### config.mk
export PLATFORM = sky130hd
export DESIGN_NAME = memory_access
export DESIGN_NICKNAME = d
export VERILOG_FILES = /design/src/rtl/memory_access_pkg.sv /design/src/rtl/memory_access_load_extend.sv /design/src/rtl/memory_access.sv
export SDC_FILE = /design/constraint.sdc
export NUM_CORES = 1
export LEC_CHECK = 0
export ABC_AREA = 1
export ABC_CLOCK_PERIOD_IN_PS = 3700
export BUFFER_PORTS_ARGS = -buffer_cell sky130_fd_sc_hd__buf_2
export CAP_MARGIN = 15
export CORE_MARGIN = 2
export CORE_UTILIZATION = 42
export DETAILED_ROUTE_END_ITERATION = 10
export PLACE_DENSITY = 0.68
export SYNTH_ARGS = -nofsm -noshare
export SYNTH_HDL_FRONTEND = slang
export SYNTH_HIERARCHICAL = 1
export SYNTH_SLANG_ARGS = --single-unit
### constraint.sdc
create_clock -name clk -period 3.7 [get_ports clk]
set_input_delay 0.74 -clock clk [delete_from_list [all_inputs] [get_ports clk]]
set_output_delay 0.74 -clock clk [all_outputs]
set_load 0.01 [all_outputs]
### src/rtl/memory_access_pkg.sv
// Shared encodings and FSM state type for the memory-access pipeline stage.
package memory_access_pkg;

    localparam logic [2:0] LD_NONE = 3'd0;
    localparam logic [2:0] LD_LB   = 3'd1;
    localparam logic [2:0] LD_LH   = 3'd2;
    localparam logic [2:0] LD_LW   = 3'd3;
    localparam logic [2:0] LD_LBU  = 3'd4;
    localparam logic [2:0] LD_LHU  = 3'd5;

    localparam logic [1:0] ST_NONE = 2'd0;
    localparam logic [1:0] ST_SB   = 2'd1;
    localparam logic [1:0] ST_SH   = 2'd2;
    localparam logic [1:0] ST_SW   = 2'd3;

    typedef enum logic [1:0] {
        IDLE = 2'd0,
        REQ  = 2'd1,
        RESP = 2'd2
    } state_e;

    // Encodings 6 and 7 are deliberately not loads.
    function automatic logic is_load_type(input logic [2:0] ld);
        return (ld >= LD_LB) && (ld <= LD_LHU);
    endfunction

endpackage

### src/rtl/memory_access_load_extend.sv
// Selects the addressed byte/half of a read word and sign- or zero-extends it.
module load_extend
    import memory_access_pkg::*;
(
    input  logic [31:0] rdata,
    input  logic [1:0]  addr_lo,
    input  logic [2:0]  ld_type,
    output logic [31:0] ld_data
);

    logic [7:0]  byte_s;
    logic [15:0] half_s;

    // Lane selection followed by extension according to load type.
    always_comb begin
        byte_s  = 8'h00;
        half_s  = 16'h0000;
        ld_data = 32'h0000_0000;
        case (addr_lo)
            2'd0:    byte_s = rdata[7:0];
            2'd1:    byte_s = rdata[15:8];
            2'd2:    byte_s = rdata[23:16];
            2'd3:    byte_s = rdata[31:24];
            default: byte_s = 8'h00;
        endcase
        if (addr_lo[1]) begin
            half_s = rdata[31:16];
        end else begin
            half_s = rdata[15:0];
        end
        case (ld_type)
            LD_LB:   ld_data = {{24{byte_s[7]}}, byte_s};
            LD_LBU:  ld_data = {24'h000000, byte_s};
            LD_LH:   ld_data = {{16{half_s[15]}}, half_s};
            LD_LHU:  ld_data = {16'h0000, half_s};
            LD_LW:   ld_data = rdata;
            default: ld_data = 32'h0000_0000;
        endcase
    end

endmodule

### src/rtl/memory_access.sv
// Memory-access stage: issues loads/stores over a req/gnt/rvalid interface,
// stalls upstream while a transfer is outstanding and forwards one result to write-back.
module memory_access
    import memory_access_pkg::*;
#(
    parameter int ADDR_WIDTH = 32
) (
    input  logic                  clk,
    input  logic                  rst_n,
    input  logic                  valid_in,
    input  logic [31:0]           alu_result,
    input  logic [31:0]           rs2E,
    input  logic                  write_regE,
    input  logic [2:0]            info_loadE,
    input  logic [1:0]            info_storeE,
    input  logic [4:0]            dstreg_addrE,
    output logic                  stall,
    output logic                  dmem_req,
    output logic                  dmem_we,
    output logic [ADDR_WIDTH-1:0] dmem_addr,
    output logic [31:0]           dmem_wdata,
    output logic [3:0]            dmem_be,
    input  logic                  dmem_gnt,
    input  logic                  dmem_rvalid,
    input  logic [31:0]           dmem_rdata,
    output logic                  wb_valid,
    output logic [31:0]           wb_data,
    output logic                  write_regM,
    output logic [4:0]            dstreg_addrM,
    output logic                  misalign
);

    state_e                state_r, state_nx_s;
    logic                  we_r;
    logic [ADDR_WIDTH-1:0] addr_r;
    logic [1:0]            addr_lo_r;
    logic [31:0]           wdata_r;
    logic [3:0]            be_r;
    logic [2:0]            ld_type_r;
    logic [4:0]            dst_r;
    logic                  wr_r;
    logic                  wb_valid_r, misalign_r, write_reg_m_r;
    logic [31:0]           wb_data_r;
    logic [4:0]            dst_m_r;

    logic        is_load_s, is_store_s, misal_s;
    logic [3:0]  be_s;
    logic [31:0] wdata_s;
    logic        accept_s, pass_s, mis_s, st_done_s, ld_done_s;
    logic [31:0] ld_data_s;

    // Decode the incoming op: precedence, misalignment and store lane placement.
    always_comb begin
        is_load_s  = is_load_type(info_loadE);
        is_store_s = !is_load_s && (info_storeE != ST_NONE);
        misal_s    = 1'b0;
        be_s       = 4'b1111;
        wdata_s    = 32'h0000_0000;
        if (is_load_s) begin
            case (info_loadE)
                LD_LH, LD_LHU: misal_s = alu_result[0];
                LD_LW:         misal_s = (alu_result[1:0] != 2'b00);
                default:       misal_s = 1'b0;
            endcase
        end else if (is_store_s) begin
            case (info_storeE)
                ST_SB: begin
                    be_s    = 4'b0001 << alu_result[1:0];
                    wdata_s = {4{rs2E[7:0]}};
                end
                ST_SH: begin
                    be_s    = alu_result[1] ? 4'b1100 : 4'b0011;
                    wdata_s = {2{rs2E[15:0]}};
                    misal_s = alu_result[0];
                end
                ST_SW: begin
                    be_s    = 4'b1111;
                    wdata_s = rs2E;
                    misal_s = (alu_result[1:0] != 2'b00);
                end
                default: begin
                    be_s    = 4'b1111;
                    wdata_s = 32'h0000_0000;
                end
            endcase
        end else begin
            misal_s = 1'b0;
        end
    end

    // Next-state logic and single-cycle completion strobes.
    always_comb begin
        state_nx_s = state_r;
        accept_s   = 1'b0;
        pass_s     = 1'b0;
        mis_s      = 1'b0;
        st_done_s  = 1'b0;
        ld_done_s  = 1'b0;
        case (state_r)
            IDLE: begin
                if (valid_in) begin
                    if (!(is_load_s || is_store_s)) begin
                        pass_s = 1'b1;
                    end else if (misal_s) begin
                        mis_s = 1'b1;
                    end else begin
                        accept_s   = 1'b1;
                        state_nx_s = REQ;
                    end
                end else begin
                    state_nx_s = IDLE;
                end
            end
            REQ: begin
                if (dmem_gnt) begin
                    if (we_r) begin
                        st_done_s  = 1'b1;
                        state_nx_s = IDLE;
                    end else if (dmem_rvalid) begin
                        ld_done_s  = 1'b1;
                        state_nx_s = IDLE;
                    end else begin
                        state_nx_s = RESP;
                    end
                end else begin
                    state_nx_s = REQ;
                end
            end
            RESP: begin
                if (dmem_rvalid) begin
                    ld_done_s  = 1'b1;
                    state_nx_s = IDLE;
                end else begin
                    state_nx_s = RESP;
                end
            end
            default: state_nx_s = IDLE;
        endcase
    end

    load_extend u_load_extend (
        .rdata   (dmem_rdata),
        .addr_lo (addr_lo_r),
        .ld_type (ld_type_r),
        .ld_data (ld_data_s)
    );

    // FSM state register.
    always_ff @(posedge clk or negedge rst_n) begin
        if (!rst_n) begin
            state_r <= IDLE;
        end else begin
            state_r <= state_nx_s;
        end
    end

    // Request latch and write-back result registers.
    always_ff @(posedge clk or negedge rst_n) begin
        if (!rst_n) begin
            we_r          <= 1'b0;
            addr_r        <= '0;
            addr_lo_r     <= 2'b00;
            wdata_r       <= 32'h0000_0000;
            be_r          <= 4'b0000;
            ld_type_r     <= LD_NONE;
            dst_r         <= 5'd0;
            wr_r          <= 1'b0;
            wb_valid_r    <= 1'b0;
            misalign_r    <= 1'b0;
            write_reg_m_r <= 1'b0;
            wb_data_r     <= 32'h0000_0000;
            dst_m_r       <= 5'd0;
        end else begin
            wb_valid_r <= 1'b0;
            misalign_r <= 1'b0;
            if (accept_s) begin
                we_r      <= is_store_s;
                addr_r    <= {alu_result[ADDR_WIDTH-1:2], 2'b00};
                addr_lo_r <= alu_result[1:0];
                wdata_r   <= wdata_s;
                be_r      <= be_s;
                ld_type_r <= is_load_s ? info_loadE : LD_NONE;
                dst_r     <= dstreg_addrE;
                wr_r      <= write_regE;
            end
            if (pass_s) begin
                wb_valid_r    <= 1'b1;
                wb_data_r     <= alu_result;
                write_reg_m_r <= write_regE && (dstreg_addrE != 5'd0);
                dst_m_r       <= dstreg_addrE;
            end
            if (mis_s) begin
                wb_valid_r    <= 1'b1;
                misalign_r    <= 1'b1;
                write_reg_m_r <= 1'b0;
                dst_m_r       <= dstreg_addrE;
            end
            if (st_done_s) begin
                wb_valid_r    <= 1'b1;
                write_reg_m_r <= 1'b0;
                dst_m_r       <= dst_r;
            end
            if (ld_done_s) begin
                wb_valid_r    <= 1'b1;
                wb_data_r     <= ld_data_s;
                write_reg_m_r <= wr_r && (dst_r != 5'd0);
                dst_m_r       <= dst_r;
            end
        end
    end

    assign stall        = (state_r != IDLE);
    assign dmem_req     = (state_r == REQ);
    assign dmem_we      = we_r;
    assign dmem_addr    = addr_r;
    assign dmem_wdata   = wdata_r;
    assign dmem_be      = be_r;
    assign wb_valid     = wb_valid_r;
    assign wb_data      = wb_data_r;
    assign write_regM   = write_reg_m_r;
    assign dstreg_addrM = dst_m_r;
    assign misalign     = misalign_r;

endmodule

* Yosys cells after proc, flatten, opt, wreduce, memory -nomap -nowiden
Index checks and enable logic that the tools add are counted.
Word-level totals: bits in registers 120, input bits 112, logic and storage cells 107, output and inout bits 111
Operators by class: shift-type cells 1, reduce and logical (&&, ||, !) cells 17, equality and inequality tests 18, multiplexer cells 55, $lt $le $gt $ge 2
Operators by type and width (number):
- $pmux W32 S5 | 1
- $mux W32 | 4
- $pmux W32 S3 | 1
- $pmux W8 S4 | 1
- $mux W1 | 28
- $mux W5 | 4
- $mux W16 | 1
- $eq A3 B2 Y1 const B | 4
- $mux W2 | 6
- $mux W4 | 3
- $eq A2 B2 Y1 const B | 5
- $reduce_bool A5 Y1 | 2
- $eq A3 B3 Y1 const B | 3
- $pmux W4 S2 | 1
- $reduce_bool A2 Y1 | 4
- $eq A2 B1 Y1 const B | 3
- $ne A3 B3 Y1 const B | 2
- $pmux W1 S2 | 3
- $pmux W2 S3 | 1
- $logic_and A1 B1 Y1 | 4
- $logic_not A2 Y1 | 2
- $reduce_bool A4 Y1 | 1
- $shl A1 B2 Y4 const A | 1
- $eq A3 B1 Y1 const B | 1
- other kinds (7) | 7

* Depth between registers and ports, before layout
word-level depth 13, depth in mapped cells 12, gate-level depth less buffers 11

* By module
Netlist, hierarchy kept.
Modules (own cells, without submodules):
- memory_access | seq. area each 3002.9 um2, cells an instance 742, times used 1, area each 5890.6 um2
- load_extend | seq. area each 0.0 um2, cells an instance 221, times used 1, area each 1067.3 um2

* Worst setup path after synthesis
No wires, ideal clock.
path kind input -> register, start in info_storeE[0], end reg dst_r[2], setup time 0.119 ns, stages on the path 11, buffers on the path 3, setup slack 1.633 ns, data arrival time 1.948 ns, data required time 3.581 ns, cells stage by stage ha_1 -> buf_2 -> inv_2 -> nand2_1 -> nand2_1 -> o21ai_1 -> nand2_2 -> nand2_2 -> buf_6 -> buf_6 -> o21a_1
On the way: word-level cells in the longest chain between the ends 8, elaborated cells between the ends (all ways) 12, those cells by class 2 x eq/ne; 7 x mux; 3 x reduce/logical
RTL lines:
- start: declaration | line memory_access.sv:15 | input logic [1:0] info_storeE,
- $eq A2 B2 Y1 / $reduce_bool A2 Y1 (equally long branches) | line memory_access.sv:66, memory_access.sv:55
- $pmux W1 S2 / $logic_and A1 B1 Y1 (equally long branches) | line memory_access.sv:66, memory_access.sv:55
- $mux W1 | line memory_access.sv:65 | end else if (is_store_s) begin
- $mux W1 | line memory_access.sv:59 | if (is_load_s) begin
- $mux W1 | line memory_access.sv:104 | end else if (misal_s) begin
- $mux W1 (*) | line memory_access.sv:102 | if (!(is_load_s || is_store_s)) begin
- $mux W1 (*) | line memory_access.sv:101 | if (valid_in) begin
- $mux W1 (*) | line memory_access.sv:99 | case (state_r)
- end signal: assignment | line memory_access.sv:183 | dst_r <= dstreg_addrE;
- end: declaration | line memory_access.sv:40 | logic [4:0] dst_r;
Mark *: on every way between the ends. The rest lies on a longest branch, timed or not. A chain may end at the register's enable or synchronous reset.

* Final worst setup path
start in info_storeE[0], end reg wdata_r[17], in the netlist dmem_wdata[17]
On the way: word-level cells in the longest chain between the ends 8, elaborated cells between the ends (all ways) 16, those cells by class 3 x eq/ne; 10 x mux; 3 x reduce/logical
RTL lines:
- $eq A2 B2 Y1 / $reduce_bool A2 Y1 (equally long branches) | line memory_access.sv:66, memory_access.sv:55
- $pmux W1 S2 / $logic_and A1 B1 Y1 (equally long branches) | line memory_access.sv:66, memory_access.sv:55
- $mux W1 | line memory_access.sv:65
- $mux W1 | line memory_access.sv:59
- $mux W1 | line memory_access.sv:104
- $mux W1 | line memory_access.sv:102
- $mux W1 | line memory_access.sv:101
- $mux W1 | line memory_access.sv:99
- end signal: assignment | line memory_access.sv:180 | wdata_r <= wdata_s;
- end: declaration | line memory_access.sv:37 | logic [31:0] wdata_r;
Parallel ways exist; a longest one is shown, timed or not.

==> flow_summary.toml <==
[outcome]
status = "complete, no violations"

[synthesis]
syn_area_per_cell_um2 = 7.23
synth_seq_cells = 120
synth_area_um2 = 6960
ys.flop_type = "dfrtp_1"
synth_edf_count = 0
async_flop_share = 1.00
ys_seq_area_frac = 0.432
synth.yosys.warnings = 6
synth_cell_types = 31
syn-instance-count = 963

[placement]
io_buffers = 220
hpwl_um = 16000
post-place-ws_ns = 0.753
gp_congestion = 0.923

[setup_path]
cpPeakStageDelay_ns = 0.46
cp.depth = 12
slowest_stage = "ha_1"
crit_path_start_kind = "input pin"
worst_ep_required_time_ns = 4.03
reg2regPathDepth = 9
cp_common_cell = "nand2_1"
crit_fanout = 38
critPathTopFamily = "simple AND/OR/NAND/NOR gates"
reg2reg_from = "state_r[0]$_DFFE_PN0P_"
critPathBufInv = 3
crit_type = "input pin to flop"
r2r_end = "dmem_wdata[11]$_DFFE_PN0P_"
reg2reg_slack_ns = 1.23
endpoint = "dmem_wdata[17]$_DFFE_PN0P_"
cp_data_arrival_time_ns = 2.87
worstSetupEndpointType = "flop"
path_cells = "buf_2 -> inv_1 -> ha_1 -> nand2_1 -> nand2_1 -> nand2_1 -> o21ai_1 -> nand2_2 -> nand2_4 -> buf_4 -> nand2_1 -> o21ai_2"
crit_path_start = "info_storeE[0]"

[detailed_routing]
drc = 0
vias = 7084
drt-total-wl_um = 21800
wire_per_inst_um = 15.7
drt_first_pass_iters = 5
avgViaCountPerCell = 5.10
antenna_left = 0
drt_iter0_drc = 505

[cts]
postCtsSetupBuffers = 0
ctsLongestPathBuffers = 2
clk_pin_slew_ns = 0.06
numCtsBuffers = 17
clock_sinks = 120
htree_num_levels = 4
clk_latency_ns = 0.42
cts_root_buf = "clkbuf_16"
postCtsHoldBufs = 0
cts-resized-gates = 0
cts_tree = "yes"

[grt]
grt_max_degree = 66
grt_use_total = 0.245
grt_pass1_wl_um = 34000
antenna_found_initial = 3
grt_pass1_vias = 6639
grt_remaining_overflow = 0

[timing]
hold_slack_ns = 0.384
period_minus_slack_ns = 2.54
finalSetupTns_ns = 0
tightest_slew_ns = 1.09
finalCritPeriodShare = 0.685
finalMaxSlewViolations = 0
setup_viol = 0
hold_violations = 0
relSlewSlack = 0.271
setup_ws_ns = 1.16
max_freq_mhz = 394
rsz0062_at_grt = "false"
fin_worst_skew_ns = 0.00526

[floorplanning]
die_y_um = 133
die_width_um = 133
die-area_um2 = 17600
pin_count = 223
core.rowCount = 47
start_util = 0.424
core_area_um2 = 16400

[final_layout]
mostFrequentLayoutCells = "294 x nand2_1, 219 x buf_2, 120 x dfrtp_1"
layout.nets = 1277
final_common_cell = "nand2_1"
drive_above_1_share = 0.255
fillerInstances = 1637
syn2layout_area_growth_pct = 24.6

[power]
switching_power_mw = 2.58
switching_share = 0.403
p_per_area_nw_per_um2 = 737
pwr-share-seq = 0.335
design_power_total_mw = 6.39
ir_drop_mv = 0.418
power_leakage_nw = 4.93
power_frac_clock = 0.253
p_comb_frac = 0.411
p_int_mw = 3.82

[worst_hold_path]
hold_path.class = "input pin to async pin"

[flow_run]
drv_cap = 0
## registers in the layout (all words and copies together), names as in the netlist, 2 cells and up
| register | cells |
|---|---|
| dmem_wdata | 32 |
| wb_data | 32 |
| dmem_addr | 30 |
| dst_r | 5 |
| dstreg_addrM | 5 |
| dmem_be | 4 |
| ld_type_r | 3 |
| addr_lo_r | 2 |
| state_r | 2 |
## layout make-up
type                            instances  area, um^2  area share
Clock inverter                         10         130      0.0150
Clock buffer                           20         437      0.0504
Multi-Input combinational cell        699        3280       0.379
Timing Repair Buffer                  231        1210       0.140
Inverter                               87         329      0.0380
Sequential cell                       120        3000       0.346
Tap cell                              220         275      0.0317
Antenna cell                            1        2.50    0.000289
## power by group through the flow
stage                     combinational [mW]  sequential [mW]  clock [mW]
after detailed placement                2.62             2.16           0
after CTS                               2.63             2.14        1.64
final                                   2.63             2.14        1.62
after global routing                    2.94             2.20        1.71
after floorplan                         1.55             2.32           0
after global placement                  2.58             2.15           0
## worst reg2reg max path: cells and delay by family (launching register included)
kind | cells | cell delay [ns]
simple gates | 3 | 0.69
fa+ha+maj | 1 | 0.17
flops | 1 | 0.42
buf+inv | 4 | 0.68
compound gates | 1 | 0.41
## cells by family after synthesis
kind of cell,count (synthesis),synth area share
buffers and inverters,145,0.0989
AOI/OAI and AO/OA,191,0.147
and+or+nand+nor,497,0.306
DFF,120,0.432
other,1,0.000539
adders and majority gates,9,0.0162
## cells in the mapped netlist, types with 4 or more instances
cell type,count,area [um^2]
a31oi_1,8,50.1
nand3_1,93,465
nor2_1,75,282
nor2_2,4,25.0
o21ai_2,10,87.6
buf_6,11,124
buf_2,14,70.1
a21oi_1,16,80.1
nand3_2,8,80.1
nand4_1,8,50.1
o21ai_0,117,586
inv_2,5,18.8
nand2_1,294,1100
dfrtp_1,120,3000
o21ai_1,33,165
clkbuf_1,24,90.1
inv_1,81,304
ha_1,9,113
buf_4,8,60.1
nand2_2,5,31.3
## per-layer routing
layer | GRT usage | wire, um | up-vias
met4 | 0.100 | 613 | 4
met2 | 0.388 | 10200 | 334
li1 | - | - | 3489
met3 | 0.0659 | 1960 | 50
met5 | 0 | 21 | -
met1 | 0.318 | 8950 | 3207
## through the flow
stage,util,instances,area (um^2)
after floorplan,-,964,6960
after global placement,0.494,1357,8100
after detailed placement,0.494,1357,8100
after CTS,0.528,1387,8670
after global routing,0.528,1387,8670
final,0.528,1388,8670
## worst min-delay path by stage
| stage | cells past startpoint | slack (ns) | end |
|---|---|---|---|
| final | 1 | 0.38 | dmem_addr[23]$_DFFE_PN0P_ |
| after global routing | 1 | 0.44 | dmem_addr[27]$_DFFE_PN0P_ |
| after CTS | 1 | 0.40 | dmem_addr[27]$_DFFE_PN0P_ |
| after detailed placement | 2 | 0.45 | dmem_addr[26]$_DFFE_PN0P_ |
| after global placement | 2 | 0.45 | dmem_addr[6]$_DFFE_PN0P_ |
| after floorplan | 0 | 0.44 | addr_lo_r[0]$_DFFE_PN0P_ |
Power figures use the tool's default switching activity.
